$ cat config.mk
export PLATFORM = sky130hd
export DESIGN_NAME = qam16_symbol_mapper
export DESIGN_NICKNAME = d
export VERILOG_FILES = /design/src/rtl/qam16_symbol_mapper.sv
export SDC_FILE = /design/constraint.sdc
export NUM_CORES = 1
export LEC_CHECK = 0
export CAP_MARGIN = 20
export CORE_ASPECT_RATIO = 0.9
export CORE_MARGIN = 2
export CORE_UTILIZATION = 30
export CTS_BUF_LIST = sky130_fd_sc_hd__clkbuf_4 sky130_fd_sc_hd__clkbuf_8
export DETAILED_ROUTE_END_ITERATION = 16
export HOLD_SLACK_MARGIN = 0.03
export PLACE_DENSITY_LB_ADDON = 0.05
export SLEW_MARGIN = 10
export SYNTH_ARGS = -nofsm -noshare
export SYNTH_HDL_FRONTEND = slang
export SYNTH_SLANG_ARGS = --single-unit
$ cat constraint.sdc
create_clock -name clk -period 4.8 [get_ports clk]
set_input_delay 0.96 -clock clk [delete_from_list [all_inputs] [get_ports clk]]
set_output_delay 0.96 -clock clk [all_outputs]
set_load 0.02 [all_outputs]
$ cat src/rtl/qam16_symbol_mapper.sv
// QAM16 symbol mapper: input FIFO, Gray-coded I/Q mapping and a valid/ready output register.
// Optional pilot insertion every PILOT_PERIOD data symbols when QAM16_PILOT_EN is defined.
module qam16_symbol_mapper #(
  parameter int unsigned OUT_W        = 16,
  parameter int unsigned AMP_UNIT     = 2048,
  parameter int unsigned FIFO_DEPTH   = 4,
  parameter int unsigned PILOT_PERIOD = 64
) (
  input  logic                    clk,
  input  logic                    rst,
  input  logic [3:0]              sym_in,
  input  logic                    sym_valid,
  output logic                    sym_ready,
  output logic signed [OUT_W-1:0] i_out,
  output logic signed [OUT_W-1:0] q_out,
  output logic                    out_valid,
  input  logic                    out_ready,
  output logic                    pilot_flag,
  output logic                    overflow
);

  localparam int unsigned PtrW = $clog2(FIFO_DEPTH);
  localparam int unsigned CntW = $clog2(FIFO_DEPTH + 1);

  typedef logic signed [OUT_W-1:0] amp_t;

  localparam amp_t AmpP1 = amp_t'(AMP_UNIT);
  localparam amp_t AmpP3 = amp_t'(3 * AMP_UNIT);

  function automatic amp_t gray_level(input logic [1:0] bits);
    amp_t lvl;
    case (bits)
      2'b00:   lvl = -AmpP3;
      2'b01:   lvl = -AmpP1;
      2'b11:   lvl = AmpP1;
      default: lvl = AmpP3;
    endcase
    return lvl;
  endfunction

  logic [3:0]      mem_q [FIFO_DEPTH];
  logic [PtrW-1:0] wr_ptr_q, wr_ptr_d;
  logic [PtrW-1:0] rd_ptr_q, rd_ptr_d;
  logic [CntW-1:0] count_q, count_d;
  amp_t            i_q, i_d;
  amp_t            q_q, q_d;
  logic            valid_q, valid_d;
  logic            pilot_q, pilot_d;
  logic            ovf_q, ovf_d;

  logic full, empty, push, pop, can_load, load_data, load_pilot;

  assign full     = (count_q == CntW'(FIFO_DEPTH));
  assign empty    = (count_q == '0);
  assign push     = sym_valid && !full;
  assign can_load = !valid_q || out_ready;
  assign pop      = load_data;

`ifdef QAM16_PILOT_EN
  localparam int unsigned PcW = (PILOT_PERIOD > 1) ? $clog2(PILOT_PERIOD) : 1;

  typedef enum logic {StData, StPilot} state_e;

  state_e         state_q, state_d;
  logic [PcW-1:0] pcnt_q, pcnt_d;

  always_comb begin
    load_data  = 1'b0;
    load_pilot = 1'b0;
    state_d    = state_q;
    pcnt_d     = pcnt_q;
    unique case (state_q)
      StData: begin
        if (can_load && !empty) begin
          load_data = 1'b1;
          if (pcnt_q == PcW'(PILOT_PERIOD - 1)) begin
            state_d = StPilot;
            pcnt_d  = '0;
          end else begin
            pcnt_d = pcnt_q + PcW'(1);
          end
        end
      end
      StPilot: begin
        // Pilot needs only a free output slot, never FIFO data.
        if (can_load) begin
          load_pilot = 1'b1;
          state_d    = StData;
        end
      end
      default: state_d = StData;
    endcase
  end

  always_ff @(posedge clk) begin
    if (rst) begin
      state_q <= StData;
      pcnt_q  <= '0;
    end else begin
      state_q <= state_d;
      pcnt_q  <= pcnt_d;
    end
  end
`else
  // Pilot period only matters when pilots are built in.
  logic unused_pilot_period;
  assign unused_pilot_period = ^PILOT_PERIOD;
  assign load_data  = can_load && !empty;
  assign load_pilot = 1'b0;
`endif

  always_comb begin
    wr_ptr_d = push ? wr_ptr_q + PtrW'(1) : wr_ptr_q;
    rd_ptr_d = pop  ? rd_ptr_q + PtrW'(1) : rd_ptr_q;
    count_d  = count_q;
    case ({push, pop})
      2'b10:   count_d = count_q + CntW'(1);
      2'b01:   count_d = count_q - CntW'(1);
      default: count_d = count_q;
    endcase
    ovf_d   = ovf_q || (sym_valid && full);
    i_d     = i_q;
    q_d     = q_q;
    pilot_d = pilot_q;
    valid_d = valid_q;
    if (load_pilot) begin
      i_d     = AmpP3;
      q_d     = AmpP3;
      pilot_d = 1'b1;
      valid_d = 1'b1;
    end else if (load_data) begin
      i_d     = gray_level(mem_q[rd_ptr_q][3:2]);
      q_d     = gray_level(mem_q[rd_ptr_q][1:0]);
      pilot_d = 1'b0;
      valid_d = 1'b1;
    end else if (out_ready) begin
      valid_d = 1'b0;
    end
  end

  always_ff @(posedge clk) begin
    if (push) mem_q[wr_ptr_q] <= sym_in;
  end

  always_ff @(posedge clk) begin
    if (rst) begin
      wr_ptr_q <= '0;
      rd_ptr_q <= '0;
      count_q  <= '0;
      i_q      <= '0;
      q_q      <= '0;
      valid_q  <= 1'b0;
      pilot_q  <= 1'b0;
      ovf_q    <= 1'b0;
    end else begin
      wr_ptr_q <= wr_ptr_d;
      rd_ptr_q <= rd_ptr_d;
      count_q  <= count_d;
      i_q      <= i_d;
      q_q      <= q_d;
      valid_q  <= valid_d;
      pilot_q  <= pilot_d;
      ovf_q    <= ovf_d;
    end
  end

  assign sym_ready  = !full;
  assign i_out      = i_q;
  assign q_out      = q_q;
  assign out_valid  = valid_q;
  assign pilot_flag = pilot_q;
  assign overflow   = ovf_q;

endmodule
==> reports/metrics.cfg <==
[grt]
grt_usage = 0.0984
grt_busiest_layer = met2
grt_pass1_wl_mm = 4.11
gr-total-overflow = 0
globalRouteMet1Util = 0.109
antenna_found_initial = 0
met2_usage = 0.161
grt_max_degree = 17
met3_usage = 0.0418
first_global_vias = 852

[sta]
setup_viol = 0
maxSlewHeadroom = 0.510
min_period_ps = 2950
tightestPinTransition_ps = 733
fin_crit_sh = 0.614
hold_viol = 0
hold_slack_ps = 476
fmax_mhz = 339
fin_skew_ps = 6.50
timing.setup.tns_ps = 0
rsz0062_at_grt = no
slew_violations = 0

[routing]
routed_wl_mm = 2.49
drt-initial-drc-count = 53
viasPerCell = 4.09
routed-via-count = 929
drc = 0
ant_nets = 0
drt_pass1_iterations = 4
wl_per_cell_um = 11.0

[layout]
most-common-layout-cells = conb_1 (23), clkdlybuf4s50_1 (20), dfxtp_1 (16), edfxtp_1 (16), inv_1 (14)
final_common_cell = conb_1
fin_area_um2 = 1820
diodes = 0
area_growth_pct = 13.7
drive_gt1_frac = 0.0875
finalNetCount = 177

[setup_path]
worstPathArrival_ps = 3150
cp_slowest_stage_delay_ps = 580
reg2reg_from = count_q[2]
cp-endpoint = count_q[2]
setup.worst_path.start_class = primary input
reg2reg_to = count_q[2]
cp_num_cells = 9
cp-end-kind = flip-flop
crit_slowest_cell = nor2b_1
path_buf_inv = 2
crit_start = out_ready
r2r_setup_slack_ps = 2560
crit_family = simple AND/OR/NAND/NOR gates
crit_type = in2reg
crit_fanout = 14
r2r_cells = 9
crit_chain = clkdlybuf4s50_1, nor2b_1, nor2_1, ha_1, inv_1, fa_1, xor2_1, or3_1, a21oi_1
required_ps = 5010

[synthesis]
synthArstFlopShare = 0
yosysWarnings = 0
syn_area_um2 = 1600
yosys.cell_types.count = 27
synthTopCellsByArea = edfxtp_1 (30%), dfxtp_1 (20%), buf_4 (13%)
ys_ff_latch = 32
synthFlopType = edfxtp_1
avgSynthCellArea_um2 = 11.4
yosys.area.top_type = edfxtp_1
yosysSeqAreaShare = 0.500
syn_inst = 141
synth_edf_count = 16
yosys.area.top_type_share = 0.300

[worst_hold_path]
hp-class = reg2reg
worstHoldStart = overflow
whs_path_depth = 2

[clock_network]
ctsHtreeMaxLevel = 2
cts_resized = 0
cts_buffers = 5
postCtsSetupRepairBufs = 0
clockBufferDepth = 2
cts_root_buf = clkbuf_8
cts_hold_buf = 0
cts_sinks = 32
clk_pin_slew_worst_paths_ps = 70
cts_tree = built
clock_latency_ps = 280

[die]
io_pins = 44
dieHeight_um = 73.3
die_area_um2 = 5940
coreArea_um2 = 5190
start_util = 0.309
die_w_um = 81.0
rows = 25

[placed_design]
place_congestion = 0.664
portBuffers = 20
placed_area_um2 = 1740
hpwl_mm = 1.86

[pwr]
vdd.ir_drop.worst_mv = 0.209
cellPowerDensity_nw_per_um2 = 568
p_leak_nw = 0.710

[outcome]
status = finished, final reports clean

[flow_run]
maxCapViolations = 0

## logic make-up (layout without fill, tap and decap cells)
| kind of cell | Yosys count | count (layout) | share of synthesized area |
|---|---|---|---|
| other | 1 | 23 | 0.00234 |
| AO/OA/AOI/OAI | 21 | 21 | 0.0703 |
| AND/OR/NAND/NOR | 25 | 25 | 0.0952 |
| XOR/XNOR | 2 | 2 | 0.0109 |
| adder cells (fa/ha/maj) | 10 | 10 | 0.0827 |
| multiplexers | 5 | 5 | 0.0625 |
| flip-flops | 32 | 32 | 0.500 |
| buffers and inverters | 45 | 42 | 0.176 |
## area by class of cell
cell class	count	area [um^2]
multi-input cells	86	602
flip-flops and latches	32	801
clock buffers	5	68.8
well taps	67	83.8
inverters	14	52.6
fillers	540	3370
repair buffers	20	200
clock inverters	3	13.8
## Yosys cell counts (2+ instances only)
cell type / number
a21oi_1: 12
and2_1: 4
buf_4: 28
dfxtp_1: 16
edfxtp_1: 16
ha_1: 9
inv_1: 14
mux4_2: 4
nand2b_1: 2
nor2_1: 8
o21ai_0: 6
or3_1: 5
or3b_1: 2
xor2_1: 2
## report_power, final
| part | internal (mW) | total, mW | switching [mW] |
|---|---|---|---|
| combinational | 0.205 | 0.442 | 0.236 |
| clock | 0.0982 | 0.194 | 0.0961 |
| sequential | 0.352 | 0.399 | 0.0467 |
## worst register-to-register path: stages (launching register included)
cell     delay [ps]
dfxtp_1         360
nor3b_2         300
nor2_1          160
inv_1            90
ha_1            180
inv_1            60
fa_1            390
xor2_1          160
or3_1           310
a21oi_1         140
## worst min path at each step
stage,to,slack (ps)
finish,overflow,480
floorplan,flip-flop,450
global placement,overflow,450
global route,q_out[12],510
detailed placement,overflow,460
CTS,i_out[12],480
## stage by stage
step           power [mW]  std cells   util  worst slack [ps]
3_5_place_dp        0.856        219  0.335              1500
5_1_grt              1.12        227  0.351              1660
6_report             1.04        227  0.351              1850
2_1_floorplan       0.748        163      -              2270
3_3_place_gp        0.848        219  0.335              1660
4_1_cts              1.05        227  0.351              1800
## per-layer routing
layer  vias up  part of all wire
met5         -                 0
met4         0             0.019
met3         7             0.058
met2        36              0.49
met1       426              0.44
li1        460                 -
## state kept, by name (all words and copies together), names as in the netlist, named ones only
register and flops:
mem_q 16, count_q 3, i_out 3, q_out 2, rd_ptr_q 2, wr_ptr_q 2, out_valid 1, overflow 1
Note: power is estimated with default switching activity, not from simulation.
